### config.mk
export PLATFORM = sky130hd
export DESIGN_NAME = contador_programable
export DESIGN_NICKNAME = d
export VERILOG_FILES = /design/src/rtl/contador_programable.sv
export SDC_FILE = /design/constraint.sdc
export NUM_CORES = 1
export LEC_CHECK = 0
export CAP_MARGIN = 20
export CORE_AREA = 5 5 49 51
export DETAILED_ROUTE_END_ITERATION = 8
export DIE_AREA = 0 0 54 56
export PLACE_DENSITY = 0.69
export SLEW_MARGIN = 0
export SYNTH_ARGS = -nofsm -noshare
export SYNTH_HDL_FRONTEND = slang
export SYNTH_SLANG_ARGS = --single-unit
### constraint.sdc
create_clock -name clock -period 2.5 [get_ports clock]
set_input_delay 0.5 -clock clock [delete_from_list [all_inputs] [get_ports clock]]
set_output_delay 0.5 -clock clock [all_outputs]
set_load 0.03 [all_outputs]
### src/rtl/contador_programable.sv
// Up/down modulo counter with programmable terminal value, synchronous load and
// wrap/saturate/one-shot end-of-count modes. Define CONTADOR_VUELTAS_EN to add the wrap counter.
module contador_programable #(
  parameter int unsigned MODULO        = 16,
  parameter int unsigned ANCHO_VUELTAS = 16,
  localparam int unsigned W            = (MODULO > 2) ? $clog2(MODULO) : 1
) (
  input  logic                     clock,
  input  logic                     reset,
  input  logic                     enable,
  input  logic                     up_down,
  input  logic                     carga,
  input  logic [W-1:0]             entrada,
  input  logic [W-1:0]             limite,
  input  logic [1:0]               modo,
  output logic [W-1:0]             cuenta,
  output logic                     fin_cuenta,
  output logic                     desborde,
`ifdef CONTADOR_VUELTAS_EN
  output logic [ANCHO_VUELTAS-1:0] vueltas,
`endif
  output logic                     parado
);

  localparam logic [1:0] ModoWrap    = 2'b00;
  localparam logic [1:0] ModoSat     = 2'b01;
  localparam logic [1:0] ModoOneShot = 2'b10;

  if (MODULO < 2 || ANCHO_VUELTAS < 1) begin : g_param_check
    $error("contador_programable: MODULO must be >= 2 and ANCHO_VUELTAS >= 1");
  end

  logic [W-1:0] cuenta_q, cuenta_d;
  logic         desborde_q, desborde_d;
  logic         parado_q, parado_d;
  logic         fin;
  logic         evento;

  // Up counts to limite, down counts to zero; a count above limite (limite lowered) is terminal.
  assign fin = up_down ? (cuenta_q >= limite) : (cuenta_q == '0);

  always_comb begin
    cuenta_d   = cuenta_q;
    parado_d   = parado_q;
    desborde_d = 1'b0;
    evento     = 1'b0;
    if (carga) begin
      cuenta_d = (entrada > limite) ? limite : entrada;
      parado_d = 1'b0;
    end else if (enable && !parado_q) begin
      if (!fin) begin
        cuenta_d = up_down ? cuenta_q + W'(1) : cuenta_q - W'(1);
      end else begin
        unique case (modo)
          ModoSat: ;
          ModoOneShot: begin
            parado_d = 1'b1;
            evento   = 1'b1;
          end
          default: begin
            // ModoWrap and the reserved encoding both restart.
            cuenta_d = up_down ? '0 : limite;
            evento   = 1'b1;
          end
        endcase
      end
      desborde_d = evento;
    end
  end

  always_ff @(posedge clock or posedge reset) begin
    if (reset) begin
      cuenta_q   <= '0;
      desborde_q <= 1'b0;
      parado_q   <= 1'b0;
    end else begin
      cuenta_q   <= cuenta_d;
      desborde_q <= desborde_d;
      parado_q   <= parado_d;
    end
  end

`ifdef CONTADOR_VUELTAS_EN
  logic [ANCHO_VUELTAS-1:0] vueltas_q;

  // Not cleared by carga: only reset restarts the wrap tally.
  always_ff @(posedge clock or posedge reset) begin
    if (reset) begin
      vueltas_q <= '0;
    end else if (evento) begin
      vueltas_q <= vueltas_q + ANCHO_VUELTAS'(1);
    end
  end

  assign vueltas = vueltas_q;
`endif

  assign cuenta     = cuenta_q;
  assign fin_cuenta = fin;
  assign desborde   = desborde_q;
  assign parado     = parado_q;

  logic unused_modo_ok;
  assign unused_modo_ok = (modo == ModoWrap);

endmodule

==> out/qor.yml <==
clock_tree:
  htree_levels: 1
  clock_sinks: 6
  cts_made_buffers: 3
  cts_root_buf: "clkbuf_4"
  cts_tree: "done"
  cts_hold_buf: 0
  clkLatencyLatePin_ns: 0.26
  clkTransAtPathRegs_ns: 0.05
  cts_buffer_depth: 2
critical_path:
  crit_fanout: 3
  crit_slowest_cell: "clkdlybuf4s50_1"
  cp_top_family: "buffers and inverters"
  cp.required_ns: 2.00
  crit_chain: "clkdlybuf4s50_1 > ha_1 > nor3b_2 > o21a_1 > o21ai_2 > buf_6"
  crit_path_end_kind: "output port"
  cp_num_buf_inv: 2
  cp.arrival_ns: 1.96
  cp-start-kind: "input port"
  rr_startpoint: "cuenta[1]"
  slowest_delay_ns: 0.43
  crit_type: "in -> out"
  startpoint: "limite[0]"
timing:
  slew_headroom_pct: 78.9
  drv_slew: 0
  fin_crit_sh_pct: 98.4
  timing.fmax_ghz: 0.407
  hold_viol_final: 0
  tns_ns: 0
  worst_slew_pin_slew_ns: 0.312
  worst_slack_ns: 0.0405
  fin_crit_ns: 2.46
  rsz0062_at_grt: "no"
  finalSetupViolCount: 0
  clock-skew-final_ns: 0.0109
  hold_ws_ns: 0.462
cells_and_area:
  drive_gt1_share_pct: 20.8
  mostFrequentLayoutCells: "17 x clkdlybuf4s50_1, 16 x buf_4, 11 x ha_1"
  final_util_pct: 60.1
  stdcell_area_mm2: 0.00114
  layout.nets: 155
  mostFrequentLayoutCell: "clkdlybuf4s50_1"
  n_fill_cell: 178
  fin_cells: 152
  syn2layout_area_growth_pct: 55.7
  antenna_cells: 0
power:
  power_leakage_nw: 0.562
  p_int_uw: 350
  clkPwrFrac_pct: 15.8
  power_frac_comb_pct: 61.7
  seqPwrFrac_pct: 22.5
  vdd_drop_max_uv: 408
  switching_share_pct: 42.6
  p_sw_uw: 260
  power_uw: 610
  power.density_mw_per_mm2: 533
place:
  hpwlAfterDp_um: 1780
  dp_slack_ns: -0.0485
  placed_area_mm2: 0.00108
  numPortBuffers: 21
  placed_cells: 147
  place.gp.congestion: 0.894
global_routing:
  gr-total-overflow: 0
  grt_max_degree: 10
  grt_pass1_wl_um: 3570
  antenna_found_initial: 0
  gr-usage-all-layers_pct: 15.6
  grt_pass1_vias: 876
synth:
  synth_cell_types: 34
  synthTopCellsByArea: "dfrtp_1 20%, ha_1 20%, inv_1 5.6%"
  ys_async_sr_fraction_pct: 100
  synth_cells: 86
  synth_edf_count: 0
  synth_seq_cells: 6
  yosys.area.top_type: "dfrtp_1"
  synthFlopType: "dfrtp_1"
  ys_warn_count: 0
  avgSynthCellArea_um2: 8.54
  syn_area_um2: 734
  syn_nets: 114
  netlist.area_leader.share_pct: 20.4
  yosysSeqAreaShare_pct: 20.4
floorplanning:
  die_y_um: 56
  io_pins: 22
  dieArea_mm2: 0.00302
  coreArea_mm2: 0.00190
  initial_utilization_pct: 38.6
  die_w_um: 54
  placementRows: 16
routing:
  first_iter_violations: 25
  num_vias: 874
  routedWlPerCell_um: 14.8
  wl_um: 2250
  drt_first_pass_iters: 4
  drc: 0
  viasPerCell: 5.75
  antenna_left: 0
flow_run:
  maxCapViolations: 0
run_status:
  status: "finished clean"
worst_hold_path:
  hold_class: "in -> async"
[metal layers]
| metal | GRT usage [%] | vias to the layer above | part of all wire [%] | routed length, um |
|---|---|---|---|---|
| li1 | - | 406 | - | - |
| met1 | 17.7 | 406 | 40 | 894 |
| met2 | 26.8 | 51 | 50 | 1120 |
| met3 | 4.29 | 11 | 7.6 | 171 |
| met4 | 5.69 | 0 | 3.1 | 69 |
| met5 | 0 | - | 0 | 0 |
[area by class of cell]
class,count,area (um^2),area share (%)
flip-flops and latches,6,150,13.1
inverters,11,41.3,3.61
clock buffers,3,22.5,1.97
well taps,27,33.8,2.95
repair buffers,37,339,29.6
multi-input cells,68,557,48.7
[Yosys cell counts, types with 2 or more instances]
cell       count
a21oi_1        7
a22oi_1        2
dfrtp_1        6
ha_1          12
inv_1         11
mux2i_1        4
nand2_1        3
nand2b_1       2
nor2_1         4
nor3_1         2
o2111ai_1      3
o21a_1         2
o21ai_0        4
o21ai_1        3
o221ai_1       2
[cell families after synthesis]
group / count (synthesis) / share of synthesized area, %
compound gates: 29 / 26.1
simple gates: 21 / 17.5
fa+ha+maj: 13 / 23.2
buf+inv: 12 / 6.13
flops: 6 / 20.4
mux: 4 / 5.45
xor+xnor: 1 / 1.19
[power groups by stage]
stage          Combinational (mW)  Clock [mW]  Sequential [mW]
6_report                    0.376      0.0964            0.137
5_1_grt                     0.408       0.108            0.139
4_1_cts                     0.352      0.0996            0.134
3_5_place_dp                0.344           0            0.135
3_3_place_gp                0.334           0            0.136
2_1_floorplan               0.168           0            0.165
[final timing paths]
kind	end	slack [ns]	depth (start not counted)
max in group asynchronous	cuenta[3]	1.83	2
hold reg to reg	parado	0.57	2
min in group clock	parado	0.57	2
hold / removal	cuenta[1]	0.46	2
setup / recovery	fin_cuenta	0.04	6
setup reg to reg	cuenta[3]	0.43	7
[registers in the layout, summed over array words and instances, names as in the netlist]
register  count
cuenta        4
desborde      1
parado        1
[what timing repair did]
| action | in CTS | in global routing |
|---|---|---|
| gates resized for setup | 2 | 5 |
| pin swaps | 0 | 4 |
| buffers inserted | 0 | 2 |
| endpoints found under the setup margin | 1 | 1 |
[worst reg2reg max path, stage by stage (launching register included)]
cell and delay, ns:
dfrtp_1 0.47, ha_1 0.33, o211ai_1 0.12, buf_4 0.16
o21ai_0 0.26, nor4_1 0.11, o311ai_1 0.28, o221ai_1 0.18
No activity file was read; power rests on OpenSTA's default activity.
